[src/rtl/note_scheduler_pkg.sv]
// Shared definitions for the note scheduler.
//   - Chart ROM word layout: {hit_ms[HIT_W-1:0], lane_mask[LANES-1:0]}.
//     An all-zero lane_mask marks the end of the chart.
//   - Default timing parameters (50 MHz clock, 2 s scroll lead).
//   - FSM state encoding.
package note_scheduler_pkg;

  localparam int HIT_W               = 16;
  localparam int LANES_DEFAULT       = 4;
  localparam int ADDR_W_DEFAULT      = 8;
  localparam int CLKS_PER_MS_DEFAULT = 50000;
  localparam int LEAD_MS_DEFAULT     = 2000;

  // lane_mask sits in the low bits of a chart word, hit_ms directly above it
  localparam int MASK_LSB = 0;

  localparam logic [2:0] ST_IDLE  = 3'd0;
  localparam logic [2:0] ST_FETCH = 3'd1;
  localparam logic [2:0] ST_LATCH = 3'd2;
  localparam logic [2:0] ST_WAIT  = 3'd3;
  localparam logic [2:0] ST_EMIT  = 3'd4;
  localparam logic [2:0] ST_DONE  = 3'd5;

  typedef enum logic [2:0] {
    S_IDLE  = ST_IDLE,
    S_FETCH = ST_FETCH,
    S_LATCH = ST_LATCH,
    S_WAIT  = ST_WAIT,
    S_EMIT  = ST_EMIT,
    S_DONE  = ST_DONE
  } state_e;

endpackage

[src/rtl/note_scheduler_ms_timebase.sv]
// ms_timebase: millisecond song clock.
//   clock, reset : system clock, asynchronous active-high reset
//   run          : advance the prescaler (low = hold, e.g. paused)
//   clear        : synchronous clear of prescaler and song_ms (wins over run)
//   song_ms      : elapsed song milliseconds, saturating at 16'hFFFF
module ms_timebase #(
  parameter int CLKS_PER_MS = 50000
) (
  input  logic        clock,
  input  logic        reset,
  input  logic        run,
  input  logic        clear,
  output logic [15:0] song_ms
);

  localparam int PRE_W = (CLKS_PER_MS > 1) ? $clog2(CLKS_PER_MS) : 1;
  localparam logic [PRE_W-1:0] PRE_MAX = PRE_W'(CLKS_PER_MS - 1);

  logic [PRE_W-1:0] pre_q;

  always_ff @(posedge clock or posedge reset) begin
    if (reset) begin
      pre_q   <= '0;
      song_ms <= '0;
    end else if (clear) begin
      pre_q   <= '0;
      song_ms <= '0;
    end else if (run) begin
      if (pre_q == PRE_MAX) begin
        pre_q <= '0;
        if (song_ms != 16'hFFFF) begin
          song_ms <= song_ms + 16'd1;
        end
      end else begin
        pre_q <= pre_q + PRE_W'(1);
      end
    end
  end

endmodule

[src/rtl/note_scheduler.sv]
// note_scheduler: walks the chart ROM in order and offers each note to the
// renderer LEAD_MS before its hit time.
//   clock, reset      : system clock, asynchronous active-high reset
//   game_active       : high while playing (stays high through pause)
//   show_pause_screen : freezes song time and scheduling
//   chart_addr        : ROM address; chart_data is valid one cycle later
//   chart_data        : {hit_ms[15:0], lane_mask[LANES-1:0]}, mask 0 = end
//   spawn_*           : note offer to the renderer
//   song_ms           : current song time
//   chart_done        : terminator reached (or last address consumed)
//
// Spawn handshake: spawn_valid is raised in EMIT and, together with
// spawn_lanes/spawn_hit_ms, stays stable until the cycle where spawn_valid
// and spawn_ready are both high; that cycle is the single transfer. The
// offer is masked in the cycle game_active falls, so that cycle never
// transfers. Pausing does not withdraw an offer.
module note_scheduler
  import note_scheduler_pkg::*;
#(
  parameter int CLKS_PER_MS = CLKS_PER_MS_DEFAULT,
  parameter int LEAD_MS     = LEAD_MS_DEFAULT,
  parameter int ADDR_W      = ADDR_W_DEFAULT,
  parameter int LANES       = LANES_DEFAULT
) (
  input  logic                   clock,
  input  logic                   reset,
  input  logic                   game_active,
  input  logic                   show_pause_screen,
  output logic [ADDR_W-1:0]      chart_addr,
  input  logic [HIT_W+LANES-1:0] chart_data,
  output logic                   spawn_valid,
  input  logic                   spawn_ready,
  output logic [LANES-1:0]       spawn_lanes,
  output logic [HIT_W-1:0]       spawn_hit_ms,
  output logic [15:0]            song_ms,
  output logic                   chart_done
);

  localparam int WORD_W = HIT_W + LANES;

  state_e              state_q, state_d;
  logic                ga_q;
  logic                run, rise, fall, xfer, due, latch_en;
  logic [ADDR_W-1:0]   addr_q, addr_d;
  logic [HIT_W-1:0]    hit_q;
  logic [LANES-1:0]    lanes_q;
  logic [HIT_W:0]      horizon;
  logic [LANES-1:0]    rom_mask;
  logic [HIT_W-1:0]    rom_hit;

  assign run  = game_active & ~show_pause_screen;
  assign rise = game_active & ~ga_q;
  assign fall = ga_q & ~game_active;

  assign rom_mask = chart_data[MASK_LSB +: LANES];
  assign rom_hit  = chart_data[WORD_W-1 -: HIT_W];

  // 17-bit compare: song_ms + LEAD_MS cannot wrap
  assign horizon = {1'b0, song_ms} + (HIT_W+1)'(LEAD_MS);
  assign due     = run & (horizon >= {1'b0, hit_q});

  assign spawn_valid  = (state_q == S_EMIT) & game_active;
  assign xfer         = spawn_valid & spawn_ready;
  assign spawn_lanes  = lanes_q;
  assign spawn_hit_ms = hit_q;
  assign chart_addr   = addr_q;
  assign chart_done   = (state_q == S_DONE);

  ms_timebase #(
    .CLKS_PER_MS (CLKS_PER_MS)
  ) u_timebase (
    .clock   (clock),
    .reset   (reset),
    .run     (run),
    .clear   (fall),
    .song_ms (song_ms)
  );

  always_comb begin
    state_d  = state_q;
    addr_d   = addr_q;
    latch_en = 1'b0;
    if (fall) begin
      // song end or restart overrides whatever the FSM was doing
      state_d = S_IDLE;
      addr_d  = '0;
    end else begin
      case (state_q)
        S_IDLE: begin
          addr_d = '0;
          if (rise) state_d = S_FETCH;
        end
        S_FETCH: state_d = S_LATCH;
        S_LATCH: begin
          latch_en = 1'b1;
          state_d  = (rom_mask == '0) ? S_DONE : S_WAIT;
        end
        S_WAIT: begin
          if (due) state_d = S_EMIT;
        end
        S_EMIT: begin
          if (xfer) begin
            // the last ROM address ends the chart rather than wrapping to 0
            if (&addr_q) begin
              state_d = S_DONE;
            end else begin
              addr_d  = addr_q + ADDR_W'(1);
              state_d = S_FETCH;
            end
          end
        end
        S_DONE:  state_d = S_DONE;
        default: state_d = S_IDLE;
      endcase
    end
  end

  always_ff @(posedge clock or posedge reset) begin
    if (reset) begin
      state_q <= S_IDLE;
      ga_q    <= 1'b0;
      addr_q  <= '0;
      hit_q   <= '0;
      lanes_q <= '0;
    end else begin
      state_q <= state_d;
      ga_q    <= game_active;
      addr_q  <= addr_d;
      if (latch_en) begin
        hit_q   <= rom_hit;
        lanes_q <= rom_mask;
      end
    end
  end

endmodule

[config.mk]
export PLATFORM = sky130hd
export DESIGN_NAME = note_scheduler
export DESIGN_NICKNAME = d
export VERILOG_FILES = /design/src/rtl/note_scheduler_pkg.sv /design/src/rtl/note_scheduler_ms_timebase.sv /design/src/rtl/note_scheduler.sv
export SDC_FILE = /design/constraint.sdc
export NUM_CORES = 1
export LEC_CHECK = 0
export ABC_AREA = 1
export BUFFER_PORTS_ARGS = -buffer_cell sky130_fd_sc_hd__clkbuf_2
export CAP_MARGIN = 20
export CORE_UTILIZATION = 48
export CTS_CLUSTER_SIZE = 16
export DETAILED_ROUTE_END_ITERATION = 6
export PLACE_DENSITY = 0.74
export SYNTH_ARGS = -nofsm -noshare
export SYNTH_HDL_FRONTEND = slang
export SYNTH_SLANG_ARGS = --single-unit
[constraint.sdc]
create_clock -name clock -period 3.28 [get_ports clock]
set_input_delay 0.328 -clock clock [delete_from_list [all_inputs] [get_ports clock]]
set_output_delay 0.328 -clock clock [all_outputs]
set_load 0.02 [all_outputs]
# Word-level counts from Yosys, hierarchy flattened
# Index checks and enable logic that the tools add are counted.
# W data, S select, Z words.
word_totals:
  register_bits: 64
  inputBits: 25
  word_cells: 62
op_classes:
  add_sub_neg: 4
  order_cmp: 1
  eq_ne: 11
  n_mux: 20
  bitwise: 9
  n_reduce_logical: 10
ops:
  columns: ["op", "n"]
  rows:
  - ["$mux W16", 7]
  - ["$add A16 B1 Y16 const B", 2]
  - ["$mux W8", 3]
  - ["$mux W3", 6]
  - ["$pmux W3 S6", 1]
  - ["$add A16 B11 Y17 const B", 1]
  - ["$ge A17 B16 Y1", 1]
  - ["$eq A16 B16 Y1 const B", 1]
  - ["$ne A16 B16 Y1 const B", 1]
  - ["$pmux W8 S2", 1]
  - ["$ne A3 B3 Y1 const B", 4]
  - ["$reduce_and A3 Y1", 3]
  - ["$add A8 B1 Y8 const B", 1]
  - ["$reduce_and A8 Y1", 1]
  - ["$and A1 B1 Y1", 6]
  - ["$eq A3 B2 Y1 const B", 2]
  - ["$eq A3 B3 Y1 const B", 2]
  - ["$reduce_bool A2 Y1", 3]
  - ["$logic_not A4 Y1", 1]
  - ["$eq A3 B1 Y1 const B", 1]
  - ["$logic_not A3 Y1", 1]
  - ["$not A1 Y1", 3]
  - ["$reduce_bool A3 Y1", 1]
  - ["$mux W1", 2]

# Longest topological paths before layout
depth:
  word_depth: 6
  depth_mapped: 21
  depth_no_buf: 21

# Cells and area by module
# A second synthesis with hierarchy kept.
unflattened:
  cells_unflattened: 555
  hier_area_um2: 4262.8
by_module_without_submodules:
  columns: ["mod", "n_inst", "cells_per_inst", "area_each_um2"]
  rows:
  - ["ms_timebase", 1, 295, 2158.3]
  - ["note_scheduler", 1, 260, 2104.5]

# Least setup slack after synthesis
# OpenSTA, ideal clock, no wires.
synth_path:
  path_kind: "reg-to-reg"
  start: "register u_timebase.song_ms[5]"
  end: "register state_q[0]"
  setup_time_ns: 0.127
  arrival_ns: 2.504
  required_time_ns: 3.153
  slack_ns: 0.649
  stages_incl_launch_ff: 19
  period_less_slack_ns: 2.631
  cell_sequence: "dfrtp_1 ha_1 nor2_1 nand2_1 nor3_1 nand2_1 nand2_1 xor2_1 inv_1 ha_1 inv_1 nor3_1 nand4_1 nor2_1 nor3_1 nand2_1 nand2_1 nand2_1 o21ai_0"
synth_between:
  elab_chain_len: 5
synth_rtl:
  columns: ["element", "line", "source"]
  rows:
  - ["start, declared", "note_scheduler_ms_timebase.sv:13", "output logic [15:0] song_ms"]
  - ["start signal, assigned", "note_scheduler_ms_timebase.sv:32", "song_ms <= song_ms + 16'd1;"]
  - ["$add A16 B11 Y17", "note_scheduler.sv:59", "assign horizon = {1'b0, song_ms} + (HIT_W+1)'(LEAD_MS);"]
  - ["$ge A17 B16 Y1", "note_scheduler.sv:60", "assign due = run & (horizon >= {1'b0, hit_q});"]
  - ["$and A1 B1 Y1", "note_scheduler.sv:60", null]
  - ["$ne A3 B3 Y1 (no line)", null, null]
  - ["$reduce_and A3 Y1 (no line)", null, null]
  - ["end signal, assigned", "note_scheduler.sv:126", "state_q <= state_d;"]
  - ["end, declared", "note_scheduler.sv:41", "state_e state_q, state_d;"]
# No other way between the ends.
# A chain may end at the register's enable or synchronous reset.

# Worst setup path after layout
# Ends and elaborated chain as after synthesis.

==> impl_metrics.toml <==
[place]
pre_cts_ws_ps = 314
dp_cells = 644
numPortBuffers = 70
gpl.final_weighted_congestion = 0.874
dp_hpwl_um = 6530

[worst_setup_path]
cpPeakStageDelay_ps = 460
critPathMostFrequentCell = "nand2_1"
path_class = "reg2reg"
critPathCaptureType = "flip-flop"
cp.required_ps = 3500
crit_slowest_cell = "dfrtp_1"
crit_fanout = 7
start_kind = "flip-flop"
worstPathCellList = "ha_1 > nor2_1 > nand2_1 > nor3_1 > nand2_1 > nand2_1 > xor2_1 > inv_1 > ha_1 > inv_1 > nor3_1 > nand4_1 > nor2_1 > nor3_1 > nand2_1 > nand2_1 > nand2_1 > o21ai_0"
worstPathArrival_ps = 3130

[final_layout]
fin_cells = 660
post-route-util_pct = 57.6
insertedDiodeCount = 0
synthToLayoutAreaGrowth_pct = 16.8
layout-drive-gt1-share_pct = 20.4
fin_nets = 599

[clock_network]
cts_tree = "built"
cts_inserted_buffers = 9
clk_latency_ps = 350
clockBufferDepth = 2
cts_setup_buffers = 0
root_buffer = "clkbuf_8"
ctsHoldBuffers = 0
cts.reportedPaths.clkPinSlew_ps = 70
postCtsResizedCells = 0
cts_sinks = 64
htreeDepth = 3

[timing]
fmax_ghz = 0.344
slew_violations = 0
post-route-worst-setup-slack_ps = 370
setup_viol = 0
worstMarginPinSlew_ps = 887
rsz0062_at_grt = "no"
hold_viol_final = 0
post-route-period-util_pct = 88.7
relSlewSlack_pct = 40.8
finClkSkew_ps = 13.1
setup-tns-final_ps = 0
fin_crit_ps = 2910

[yosys]
synth_nets = 523
synth_area_um2 = 3790
synth_edf_count = 0
syn_area_per_cell_um2 = 7.94
postSynth.asyncResetShare_pct = 100
ys_seq_area_share_pct = 42.3
synth_flop_cell = "dfrtp_1"
yosysWarnings = 0
ys_ff_latch = 64
yosysUniqueCellTypes = 42
synthCells = 477

[status]
status = "finished clean"

[floorplanning]
fp.dieW_um = 90.8
die_h_um = 90.8
rows = 32
core_um2 = 7690
floorplan.initialDensity_pct = 49.3
die-area_um2 = 8250
io_pins = 71

[routing]
first_pass_iters = 4
ant_nets = 0
first_iter_violations = 119
drc = 0
vias = 3411
avgViaCountPerCell = 5.17
wl_per_cell_um = 13.0
routed_wl_um = 8590

[grt]
grt_pass1_vias = 3533
antenna_found_initial = 0
grt_remaining_overflow = 0
grt_pass1_wl_um = 15200
grt_max_degree = 43
grt_usage_pct = 22.7

[hold_path]
holdCritPathClass = "in2reg"

[run]
maxCapViolations = 0

[power]
p_per_area_nw_per_um2 = 615
ir_worst_vdd_uv = 345
power.leakage_nw = 2.24
## cell usage in the layout (no fill, tap or decap), types with 2 or more instances in the layout
cell	synthesis	final
a211oi_1	4	4
a21oi_1	40	40
buf_4	0	4
clkbuf_1	1	2
clkbuf_2	1	70
clkbuf_8	0	9
clkinv_2	1	3
clkinv_4	0	2
dfrtp_1	64	64
ha_1	21	21
inv_1	71	70
inv_2	4	5
mux2_2	5	5
nand2_1	66	66
nand3_1	26	26
nand3b_1	3	3
nand4_1	8	8
nor2_1	60	60
nor2_2	5	5
nor3_1	26	26
nor3_2	4	4
nor4_1	6	6
o21a_1	2	2
o21ai_0	22	22
o21ai_1	2	2
o31ai_1	2	2
xnor2_1	2	2
xor2_1	10	10
## cell families after synthesis
| logic type | count (synthesis) | synth area share (%) |
|---|---|---|
| xor+xnor | 12 | 2.77 |
| mux | 5 | 1.49 |
| simple gates | 209 | 25.5 |
| compound gates | 80 | 11.8 |
| buf+inv | 86 | 9.25 |
| fa+ha+maj | 21 | 6.94 |
| flops | 64 | 42.3 |
## state kept, by name (all words and copies together), names as in the netlist
signal              count
ga_q                    1
state_q                 3
spawn_hit_ms           16
spawn_lanes             4
chart_addr              8
u_timebase.pre_q       16
u_timebase.song_ms     16
## final timing paths
check                                            from                endpoint  slack, ps  cells past startpoint
worst min-delay path                      game_active                    ga_q        140                      1
worst max-delay path            u_timebase.song_ms[5]              state_q[0]        370                     18
min in group asynchronous                       reset  u_timebase.song_ms[13]        150                      2
worst max register to register  u_timebase.song_ms[5]              state_q[0]        370                     18
worst min register to register         spawn_lanes[3]          spawn_lanes[3]        520                      1
max in group asynchronous                       reset     u_timebase.pre_q[2]       2300                      3
## layer usage
layer  up-vias  global-route usage [%]  wire, um
li1       1729                       -         -
met1      1584                    26.8      3830
met2        89                    40.3      4240
met3         9                    4.88       439
met4         0                    8.60        84
met5         -                       0         0
## power breakdown
group          total, mW  internal (mW)  switching, mW
logic              0.992          0.345          0.647
clock network      0.672          0.352          0.321
registers           1.06          0.950          0.108
## critical path: cells and delay by family, from the launching register on
kind	cells	cell delay [ps]
and+or+nand+nor	12	1400
adders and majority gates	2	560
DFF	1	460
xor gates and xnor gates	1	150
buffers and inverters	2	120
AOI/OAI and AO/OA	1	100
## cells in the mapped netlist (6+ instances only)
cell type,count,area [um^2]
inv_1,71,267
dfrtp_1,64,1600
nand3_1,26,130
nor2_1,60,225
ha_1,21,263
nor4_1,6,37.5
xor2_1,10,87.6
nor3_1,26,130
nand2_1,66,248
a21oi_1,40,200
nand4_1,8,50.1
o21ai_0,22,110
## stage by stage
step | hold slack [ps] | cell area (um^2) | total power, mW
final | 138 | 4430 | 2.72
after global routing | 125 | 4430 | 2.93
after CTS | 125 | 4430 | 2.75
after detailed placement | 491 | 4240 | 2.07
after global placement | 482 | 4240 | 2.02
after floorplan | 359 | 3790 | 1.76
## final cells by class
cell class	count	area [um^2]
Clock buffer	11	131
Sequential cell	64	1600
Multi-Input combinational cell	327	1840
Inverter	77	290
Timing Repair Buffer	74	380
Fill cell	725	3260
Tap cell	102	128
Clock inverter	5	57.6
Note: power is estimated with default switching activity, not from simulation.
